===== src/rtl/exec_sched.sv =====
// exec_sched: issue scheduler in front of the Execution stage.
// It decides each cycle whether the decoded instruction enters EX.
// A two-state FSM and a down-counter hold EX while a multi-cycle MUL runs.
// It detects load-use hazards and stalls decode for one cycle on each one.
// It tracks the EX and MEM destinations to drive the forwarding selects.
module exec_sched #(
    parameter int unsigned MUL_LAT = 4,
    parameter logic [6:0]  OP_MUL  = 7'h02,
    parameter logic [6:0]  OP_LDW  = 7'h10,
    parameter logic [6:0]  OP_LDB  = 7'h11
) (
    input  logic        clk,
    input  logic        rst,
    input  logic        id_valid,
    input  logic [6:0]  id_opcode,
    input  logic [4:0]  id_dst,
    input  logic [4:0]  id_src1_reg,
    input  logic [4:0]  id_src2_reg,
    input  logic        flush,
    output logic        ex_enable,
    output logic        stall_id,
    output logic [4:0]  bp_reg,
    output logic [4:0]  bp_reg_mem,
    output logic        ex_nop,
    output logic        mul_busy,
    output logic [15:0] stall_cnt
);

    typedef enum logic [0:0] {StRun, StMulBusy} state_e;

    // The issue edge counts as the first MUL cycle, so the counter starts one short.
    localparam logic [3:0] MulCntInit = 4'(MUL_LAT - 1);

    state_e      state_q, state_d;
    logic [3:0]  cnt_q, cnt_d;
    logic        ex_vld_q, ex_vld_d;
    logic [4:0]  ex_dst_q, ex_dst_d;
    logic        ex_load_q, ex_load_d;
    logic        mem_vld_q, mem_vld_d;
    logic [4:0]  mem_dst_q, mem_dst_d;
    logic [15:0] stall_cnt_q;
    logic        luh;
    logic        id_is_load;
    logic        run;

    // Hazard detection and issue/stall decisions.
    always_comb begin
        run        = (state_q == StRun);
        id_is_load = (id_opcode == OP_LDW) || (id_opcode == OP_LDB);
        luh        = ex_vld_q && ex_load_q && (ex_dst_q != 5'd0) &&
                     ((ex_dst_q == id_src1_reg) || (ex_dst_q == id_src2_reg));
        ex_enable  = id_valid && !flush && run && !luh;
        stall_id   = !flush && id_valid && (!run || luh);
    end

    // Forwarding selects and status outputs, all from registered state.
    always_comb begin
        // Loads are not forwardable from EX; their data exists only at MEM.
        bp_reg     = (ex_vld_q && !ex_load_q && run && (ex_dst_q != 5'd0)) ? ex_dst_q : 5'd0;
        bp_reg_mem = (mem_vld_q && (mem_dst_q != 5'd0)) ? mem_dst_q : 5'd0;
        ex_nop     = !ex_vld_q;
        mul_busy   = (state_q == StMulBusy);
        stall_cnt  = stall_cnt_q;
    end

    // Next-state for the FSM, MUL counter and the EX/MEM trackers.
    always_comb begin
        state_d   = state_q;
        cnt_d     = cnt_q;
        ex_vld_d  = ex_vld_q;
        ex_dst_d  = ex_dst_q;
        ex_load_d = ex_load_q;
        mem_vld_d = mem_vld_q;
        mem_dst_d = mem_dst_q;

        if (flush) begin
            // A RUN-state EX occupant is older than the fault and still commits;
            // a MUL still in progress is killed.
            if (run) begin
                mem_vld_d = ex_vld_q;
                mem_dst_d = ex_dst_q;
            end else begin
                mem_vld_d = 1'b0;
            end
            ex_vld_d = 1'b0;
            state_d  = StRun;
            cnt_d    = 4'd0;
        end else begin
            unique case (state_q)
                StRun: begin
                    mem_vld_d = ex_vld_q;
                    mem_dst_d = ex_dst_q;
                    if (ex_enable) begin
                        ex_vld_d  = 1'b1;
                        ex_dst_d  = id_dst;
                        ex_load_d = id_is_load;
                        if (id_opcode == OP_MUL) begin
                            state_d = StMulBusy;
                            cnt_d   = MulCntInit;
                        end
                    end else begin
                        ex_vld_d = 1'b0;
                    end
                end
                StMulBusy: begin
                    mem_vld_d = 1'b0;
                    if (cnt_q == 4'd1) begin
                        state_d = StRun;
                        cnt_d   = 4'd0;
                    end else begin
                        cnt_d = cnt_q - 4'd1;
                    end
                end
                default: begin
                    state_d = StRun;
                    cnt_d   = 4'd0;
                end
            endcase
        end
    end

    // State registers.
    always_ff @(posedge clk or posedge rst) begin
        if (rst) begin
            state_q   <= StRun;
            cnt_q     <= 4'd0;
            ex_vld_q  <= 1'b0;
            ex_dst_q  <= 5'd0;
            ex_load_q <= 1'b0;
            mem_vld_q <= 1'b0;
            mem_dst_q <= 5'd0;
        end else begin
            state_q   <= state_d;
            cnt_q     <= cnt_d;
            ex_vld_q  <= ex_vld_d;
            ex_dst_q  <= ex_dst_d;
            ex_load_q <= ex_load_d;
            mem_vld_q <= mem_vld_d;
            mem_dst_q <= mem_dst_d;
        end
    end

    // Saturating count of stalled decode cycles.
    always_ff @(posedge clk or posedge rst) begin
        if (rst) begin
            stall_cnt_q <= 16'd0;
        end else if (stall_id && (stall_cnt_q != 16'hFFFF)) begin
            stall_cnt_q <= stall_cnt_q + 16'd1;
        end
    end

endmodule


===== config.mk =====
export PLATFORM = sky130hd
export DESIGN_NAME = exec_sched
export DESIGN_NICKNAME = d
export VERILOG_FILES = /design/src/rtl/exec_sched.sv
export SDC_FILE = /design/constraint.sdc
export NUM_CORES = 1
export LEC_CHECK = 0
export CORE_MARGIN = 2
export CORE_UTILIZATION = 44
export CTS_BUF_LIST = sky130_fd_sc_hd__clkbuf_8
export CTS_CLUSTER_SIZE = 14
export DETAILED_ROUTE_END_ITERATION = 12
export GPL_TIMING_DRIVEN = 0
export HOLD_SLACK_MARGIN = 0.02
export PLACE_DENSITY = 0.79
export SETUP_SLACK_MARGIN = 0.1
export SYNTH_ARGS = -nofsm -noshare
export SYNTH_HDL_FRONTEND = slang
export SYNTH_SLANG_ARGS = --single-unit

===== constraint.sdc =====
create_clock -name clk -period 1.8 [get_ports clk]
set_input_delay 0.36 -clock clk [delete_from_list [all_inputs] [get_ports clk]]
set_output_delay 0.36 -clock clk [all_outputs]
set_load 0.02 [all_outputs]

==> flow_summary_export.csv <==
group,metric,value,unit
place,gp_congestion,0.7144,
power_and_ir_drop,pwr-share-clk,29.7,%
clock_tree,path_clk_slew,0.07,ns
critical_path,r2r_slack,-0.49,ns
timing,worst_slack,-0.4982,ns
power_and_ir_drop,p_per_area,612.8,nW/um^2
synth,synth_area_leaders,"dfrtp_1 (47%), xor2_1 (9.6%), mux2_2 (6.2%)",
drt,ant_nets,0,
synth,syn-num-nets,199,
cells_and_area,design_area,2879,sq um
critical_path,worstPathRequired,1.44,ns
drt,drtPass1Iterations,3,
cells_and_area,multi_input_area,1069,sq um
floorplanning,core_area,4000,sq um
timing,rsz0062_at_grt,"true",
global_route,grtUsageTotal,19.71,%
synth,yosysMostFrequentCell,"dfrtp_1",
clock_tree,cts_buffers,5,
power_and_ir_drop,seq_power_share,48.5,%
flow_run,max_cap_viol_count,0,
critical_path,cp-end-kind,"output pin",
synth,synth_common_cells,"dfrtp_1 (34), xor2_1 (20), and2_1 (13), inv_1 (11), mux2_2 (10)",
cells_and_area,utilization,71.97,%
power_and_ir_drop,power_frac_comb,21.8,%
place,placed_cells,275,
global_route,grt_pass1_wl,6720,microns
timing,timing.fmax,0.4351,GHz
outcome,failed_checks,"negative setup slack",
synth,synth_edf_count,0,
drt,drc,0,
floorplanning,die_x,68.39,microns
cells_and_area,drive_gt1_share,37.70,%
cells_and_area,seq_area,857.1,sq um
critical_path,crit_arrival,1.94,ns
global_route,grt_pass1_vias,1524,
synth,yosysWarnings,0,
clock_tree,cts-htree-levels,2,
power_and_ir_drop,power.internal,1.287,mW
critical_path,worstPathCellList,"or4_4 > o211a_1 > inv_2 > o211ai_2 > buf_6 > clkinv_4 > buf_6",
hold_path,hold_class,"in2async",
outcome,outcome,"complete, but fails checks",
synth,synthArstFlopShare,100.0,%
power_and_ir_drop,vdd_drop_max,0.0004502,V
cells_and_area,num-fill-cells,316,
critical_path,critPathLaunchType,"register",
timing,finalHoldViolations,0,
place,dpl-instance-area,2470,sq um
clock_tree,cts-root-buf,"clkbuf_8",
floorplanning,initial_core_util,45.61,%
clock_tree,hold_buffers,0,
place,io_buffers,55,
clock_tree,worstSkewPairLatency,0.29,ns
place,dp_hpwl,2827,microns
synth,yosysSeqAreaShare,46.64,%
floorplanning,num_rows,23,
cells_and_area,stdcell_count,302,
power_and_ir_drop,leakagePower,1.464,nW
drt,drt_iter0_markers,25,
power_and_ir_drop,switching_share,27.08,%
power_and_ir_drop,p_switching,0.4777,mW
synth,syn-cell-area,1824,sq um
timing,maxSlewHeadroom,61.37,%
critical_path,path_class,"reg2out",
drt,vias_per_cell,5.070,
synth,netlist_instances,170,
timing,tightest_slew,0.5759,ns
critical_path,path_delay_family,"simple AND/OR/NAND/NOR gates",
critical_path,cp_common_cell,"buf_6",
floorplanning,die_y,68.39,microns
timing,holdWs,0.3644,ns
synth,ys.flop_type,"dfrtp_1",
timing,skew,0.006295,ns
global_route,antenna_found_initial,0,
critical_path,crit_buf_inv,4,
timing,timing.final.crit_share,127.7,%
drt,wire_per_inst,14.69,microns
floorplanning,dieArea,4677,sq um
drt,dr_total_vias,1531,
synth,syn_area_per_cell,10.73,sq um
cells_and_area,area_growth,57.82,%
synth,synth_top_area_cell,"dfrtp_1",
global_route,grt_max_degree,35,
timing,fin_crit,2.298,ns
drt,totalWireLength,4437,microns
timing,finalSetupViolations,34,
power_and_ir_drop,total_power,1.764,mW
timing,drv_slew,0,
timing,fin_tns_setup,-11.60,ns
cells_and_area,nets,281,
cells_and_area,diodes,0,
clock_tree,tritoncts,"built",
critical_path,slowest_delay,0.52,ns
place,preCtsSetupSlack,-1.089,ns
synth,ys_types,43,
clock_tree,cts_buffer_depth,2,
critical_path,cp_max_fo,3,
floorplanning,ios,56,
synth,ys_ff_latch,34,
synth,netlist.area_leader.share,46.64,%
critical_path,crit_path_top_delay_cell,"or4_4",
clock_tree,clkSinkCount,34,
global_route,overflow,0,
## metal layers
layer,GRT usage [%],share of wire (%)
met5,0,0
met4,6.000,1.2
met3,5.921,8.1
met2,35.82,51
met1,21.88,40
## layout by cell type, fill, tap and decap left out, types with 3 or more instances in the layout
cell type / synthesis / routed
dfrtp_1: 34 / 29
clkdlybuf4s50_1: 0 / 24
xor2_1: 20 / 19
dlygate4sd2_1: 0 / 18
buf_4: 0 / 16
mux2_2: 10 / 9
nand2_1: 9 / 9
inv_1: 11 / 8
buf_6: 1 / 7
and2_1: 13 / 7
nor3_2: 1 / 6
nor2_1: 9 / 6
dlymetal6s2s_1: 0 / 6
nand3_1: 5 / 5
and2_4: 0 / 5
clkbuf_8: 0 / 5
dfrtp_2: 0 / 5
nand4_1: 4 / 4
and3_1: 3 / 3
o21ai_0: 4 / 3
ha_1: 3 / 3
## power by group through the flow
| stage | clock network, mW | registers, mW | logic, mW |
|---|---|---|---|
| after floorplan | 0 | 0.862 | 0.178 |
| after global placement | 0 | 0.871 | 0.298 |
| after detailed placement | 0 | 0.873 | 0.302 |
| after CTS | 0.543 | 0.854 | 0.358 |
| after global routing | 0.576 | 0.861 | 0.421 |
| final | 0.525 | 0.855 | 0.385 |
## worst paths after layout
kind / start / to / depth (start not counted)
setup reg to reg: ex_dst_q[0] / stall_cnt[1] / 8
hold / removal: rst / stall_cnt[12] / 2
setup / recovery: ex_dst_q[0] / ex_enable / 7
hold reg to reg: mem_dst_q[0] / mem_dst_q[0] / 1
max in group asynchronous: rst / ex_dst_q[2] / 3
min in group clk: mem_dst_q[0] / mem_dst_q[0] / 1
## worst register-to-register path: cells and delay by family, from the launching register on
| family | cells | cell delay, ns |
|---|---|---|
| AOI/OAI and AO/OA | 3 | 0.57 |
| buffers and inverters | 3 | 0.36 |
| DFF | 1 | 0.43 |
| muxes | 1 | 0.29 |
| and+or+nand+nor | 1 | 0.52 |
## cell families after synthesis
logic type / synth area share (%)
simple gates: 19.96
flops: 46.64
xor+xnor: 11.52
compound gates: 8.642
buf+inv: 4.183
mux: 6.996
fa+ha+maj: 2.058
## cell type report
type | instances | area share, %
Tap cell | 50 | 2.173
Multi-Input combinational cell | 121 | 37.11
Clock buffer | 5 | 2.390
Clock inverter | 2 | 0.3477
Buffer | 4 | 1.217
Timing Repair Buffer | 75 | 25.38
Sequential cell | 34 | 29.77
Inverter | 11 | 1.608
## sequential cells by signal (all words and copies together) (netlist names)
| signal | cells |
|---|---|
| ex_dst_q | 5 |
| ex_load_q | 1 |
| mul_busy | 1 |
| mem_vld_q | 1 |
| mem_dst_q | 5 |
| ex_vld_q | 1 |
| cnt_q | 4 |
| stall_cnt | 16 |
## repair_timing
action | CTS | global route
cloned | 1 | 0
pin swaps | 13 | 15
setup buffers | 16 | 6
setup endpoints to repair | 50 | 41
gates resized for setup | 59 | 39
Note: power is estimated with default switching activity, not from simulation.
